`src/rtl/gray_counter.sv`:
```
// Gray-code up-counter with count enable and sticky wrap flag; one-edge latency, no combinational input-to-output path.
// No flow control: En gates each step, Reset overrides En, and when both are low all state holds.
module gray_counter #(
  parameter int WIDTH = 3
) (
  input  logic             Clk,
  input  logic             Reset,
  input  logic             En,
  output logic [WIDTH-1:0] Output,
  output logic             Overflow
);

  // Initial values define the outputs before any reset (FPGA INIT / simulation).
  logic [WIDTH-1:0] bin      = '0;
  logic [WIDTH-1:0] gray_q   = '0;
  logic             ovf_q    = 1'b0;
  logic [WIDTH-1:0] bin_next;

  assign bin_next = bin + WIDTH'(1);

  always_ff @(posedge Clk) begin
    if (Reset) begin
      bin    <= '0;
      gray_q <= '0;
      ovf_q  <= 1'b0;
    end else if (En) begin
      bin    <= bin_next;
      gray_q <= bin_next ^ (bin_next >> 1);
      // All-ones binary is the last Gray code; stepping from it is a wrap.
      if (&bin) ovf_q <= 1'b1;
    end
  end

  assign Output   = gray_q;
  assign Overflow = ovf_q;

endmodule

```
`config.mk`:
```
export PLATFORM = sky130hd
export DESIGN_NAME = gray_counter
export DESIGN_NICKNAME = d
export VERILOG_FILES = /design/src/rtl/gray_counter.sv
export SDC_FILE = /design/constraint.sdc
export NUM_CORES = 1
export LEC_CHECK = 0
export ABC_AREA = 1
export CORE_AREA = 2 2 39 41
export CTS_CLUSTER_SIZE = 10
export DETAILED_ROUTE_END_ITERATION = 8
export DIE_AREA = 0 0 41 43
export PLACE_DENSITY = 0.4
export REMOVE_ABC_BUFFERS = 1
export SETUP_SLACK_MARGIN = 0.2
export SKIP_CTS_REPAIR_TIMING = 1
export SLEW_MARGIN = 20
export SYNTH_ARGS = -nofsm -noshare
export SYNTH_HDL_FRONTEND = slang
export SYNTH_SLANG_ARGS = --single-unit
```
`constraint.sdc`:
```
create_clock -name Clk -period 1 [get_ports Clk]
set_clock_uncertainty 0.05 [all_clocks]
set_input_delay 0.2 -clock Clk [delete_from_list [all_inputs] [get_ports Clk]]
set_output_delay 0.2 -clock Clk [all_outputs]
set_load 0.005 [all_outputs]
```
* Word level (Yosys, flattened, before mapping)
Cells that the tools add are included.
** Storage, ports and cells
- Register bits after elaboration :: 7
- Output and inout port bits :: 4
- Bits of input ports :: 3
- Word-level logic and storage cells :: 6
** Operators by class
- Bitwise gates (word level) :: 1
- Reductions and logical operators :: 1
- $add $sub $neg :: 1
** Operator list (count)
- $reduce_and 4->1 :: 1
- $add 3x1->3 const B :: 1
- $xor 3x2->3 :: 1

* Depth between registers and ports, before layout
Gate-level depths: netlist (run 1).
- Depth after elaboration :: 2
- Mapped depth :: 6
- Gate-level depth less buffers :: 6

* Least setup slack after synthesis (run 1)
No wires, ideal clock.
- Path type :: register to register
- Start :: register bin[0]
- End :: register gray_q[0] (netlist: Output[0])
- Arrival time :: 940 ps
- Setup slack :: -106 ps
- Path buffers :: 0
- Stages on the path, launching flop included :: 5
- Setup time :: 115 ps
- Cells stage by stage :: dfxtp_1 -> ha_1 -> xnor2_1 -> o21ai_0 -> inv_1
** Between the ends
- Cells in the longest elaborated chain, start to end :: 2
** RTL lines
- from (decl) :: line 14 : logic [WIDTH-1:0] bin = '0;
- from (signal assigned) :: line 27 : bin <= bin_next;
- $add 3x1->3 :: line 19 : assign bin_next = bin + WIDTH'(1);
- net bin_next[1] :: line 17 : logic [WIDTH-1:0] bin_next;
- $xor 3x2->3 :: line 28 : gray_q <= bin_next ^ (bin_next >> 1);
- to (signal assigned) :: line 28
- to (decl) :: line 15 : logic [WIDTH-1:0] gray_q = '0;
The timed path passes the listed nets, and every way through them passes these cells.
A chain may end at the register's enable or synchronous reset.

* Worst setup path in the final report (run 1)
- Start :: register bin[0]
- End :: register gray_q[1] (netlist: Output[1])
Same word-level chain as after synthesis.

==> summary.txt, run 1 <==
Most frequent cells in the layout -> 7 x nand2_1, 6 x buf_4, 5 x dfxtp_2, 4 x inv_1, 4 x nor2_1
Slew at the pin closest to its max-slew limit -> 0.268 ns
Power Dens Cells -> 1390 nW/um^2
Final setup fails -> 2
Crit path top cell by count -> nand2_1
Vias in the first global route -> 244
Root Buffer -> clkbuf_4
Failing checks -> negative setup slack
RSZ-0062 raised after global routing -> yes
Critical Path End Type -> flip-flop
Yosys warns -> 0
Comb power frac -> 0.177
Net switching power -> 151 uW
Crit path required time -> 1.13 ns
Hold crit path type -> in2reg
Commonest non-fill, non-tap cell in the layout -> nand2_1
First-pass GRT wire length -> 993 um
Critical Path Start Type -> flip-flop
Layout cells sized above 1 -> 0.540
I/O Buffers -> 6
Critical path class -> reg2reg
Number of antenna repair diodes -> 0
Endpoints failing hold -> 0
Gr usage total -> 0.0926
Mean post-synth cell area -> 7.40 um^2
Distinct cells, synth -> 14
DR vias/cell -> 4.08
Dpl ws -> -0.326 ns
Total number of H-tree levels -> 1
Fillcell total -> 157
Core area -> 1380 um^2
Routed length per placed instance -> 9.26 um
Total Routed Length -> 611 um
Clk network pwr share -> 0.379
Sw Share -> 0.251
Vias -> 269
Max-slew violation count -> 0
Status -> finished, violations left
Placement Cell Area -> 384 um^2
Yosys top cell area share -> 0.451
TritonCTS clock tree -> yes
Critical Path Max Stage Delay -> 0.33 ns
Initial antenna violation count -> 0
Peak supply drop -> 0.315 mV
Total gr overflow -> 0
Max cap viols -> 0
Hold WS -> 0.317 ns
Design area -> 433 um^2
Crit-path cells -> ha_4, nand2_1, nand2_1, nand2_1, a21oi_2
Residual DRC count -> 0
Die Y -> 43 um
Placed cells -> 63
Largest net degree at the start of global routing -> 8
Final Cycle Share -> 1.01
Antenna Nets Post-Route -> 0
Yosys top cell by area -> dfxtp_1
Routability cong. -> 0.672
Critical-path top delay cell -> dfxtp_2
DR iter-0 viols -> 1
Initial Util -> 0.193
Layout area overhead -> 62.4%
Final Non-Filler Cells -> 66
Crit Path Max Fanout -> 3
Gate Count Post-Synth -> 36
Post-Syn Area -> 267 um^2
Largest cells by area after synthesis -> dfxtp_1 45%, nand2_1 13%, inv_1 8.5%, nor2_1 5.6%, ha_1 4.7%
Sequential power share -> 0.444
Die X -> 41 um
Area of the die -> 1760 um^2
Data arrival, critical path -> 1.14 ns
Max Root-Sink Buffers -> 2
WP buf/inv -> 0
Worst path top cell family by delay -> flip-flops
Cell Rows -> 14
Hpwl dp -> 481 um
P_int -> 450 uW
CTS buffer count -> 3
Clock-pin slew on the worst setup and hold paths -> 0.05 ns
Fmax achieved -> 991 MHz
I/O pin total -> 7
Worst setup margin -> -0.00864 ns
Register area share after synthesis -> 0.451
Net count, final -> 56
Core Util, Final -> 0.313
Clk_lat worst skew -> 0.24 ns
TritonRoute pass-1 iters -> 2
Leak -> 0.000205 uW
Yosys reg bits -> 6
Clock sinks -> 6
Tmin final -> 1.01 ns
Worst relative slew slack -> 0.821
## path summary, 6_finish.rpt
kind | cells past startpoint | slack, ns | to | from
max | 5 | -0.009 | Output[1]$_SDFFE_PP0P_ | bin[0]$_SDFFE_PP0P_
min reg2reg | 3 | 0.49 | Overflow$_SDFFE_PP0P_ | Overflow$_SDFFE_PP0P_
min | 3 | 0.32 | bin[2]$_SDFFE_PP0P_ | En
max reg2reg | 5 | -0.009 | Output[1]$_SDFFE_PP0P_ | bin[0]$_SDFFE_PP0P_
## cell families after synthesis
family,count (synthesis),synth area share
AOI/OAI and AO/OA,5,0.113
xor gates and xnor gates,1,0.0329
adders and majority gates,1,0.0469
buffers and inverters,7,0.113
DFF,6,0.451
and+or+nand+nor,16,0.244
## worst min-delay path, stage by stage
cell            delay [ns]
dlymetal6s2s_1        0.20
nand3_2               0.12
a21oi_2               0.05
## cell usage after synthesis
| library cell | number |
|---|---|
| inv_1 | 6 |
| a21oi_1 | 2 |
| buf_4 | 1 |
| a21oi_2 | 1 |
| nand3_1 | 1 |
| xnor2_1 | 1 |
| o21ai_0 | 1 |
| nand2_1 | 9 |
| dfxtp_1 | 6 |
| nand4_1 | 1 |
| a31oi_1 | 1 |
| ha_1 | 1 |
| nor3_1 | 1 |
| nor2_1 | 4 |
## sequential cells by signal, summed over array words and instances, names as in the netlist
signal / cells
bin: 3
Output: 2
Overflow: 1
## metal layers
layer	part of all wire	vias to the layer above	track usage	routed length, um
met5	0	-	0	0
met4	0.020	0	0.120	12
met3	0.047	2	0.0314	29
met2	0.51	5	0.119	312
met1	0.42	122	0.0971	257
li1	-	140	-	-
## power by group through the flow
stage	Clock (uW)	Sequential [uW]	Combinational, uW
after floorplan	0	269	43.9
after global placement	0	266	104
after detailed placement	0	266	103
after CTS	241	262	104
after global routing	255	268	120
final	227	267	106
## final cells by class
cell class	count	area [um^2]	share of cell area
clock buffers	3	22.5	0.0520
well taps	16	20.0	0.0462
flip-flops and latches	6	126	0.292
repair buffers	12	93.8	0.217
multi-input cells	23	148	0.341
inverters	6	22.5	0.0520
## metrics by stage
stage,total power (uW),TNS [ns]
2_1_floorplan,313,-0.161
3_3_place_gp,370,-1.81
3_5_place_dp,369,-1.75
4_1_cts,607,-1.56
5_1_grt,643,-0.0995
6_report,601,-0.0139
(Power assumes the default switching activity.)
==> run 2: changes to the inputs <==
ABC_CLOCK_PERIOD_IN_PS = 1000   (was default)
==> results of run 2 <==
No change in the layout: final DEF, timing and power equal those of run 1.
==> run 3: changes to the inputs <==
CAP_MARGIN = 20   (was default)
SLEW_MARGIN = 40   (was 20)
==> results of run 3 <==
No change in the layout: final DEF, timing and power equal those of run 1.
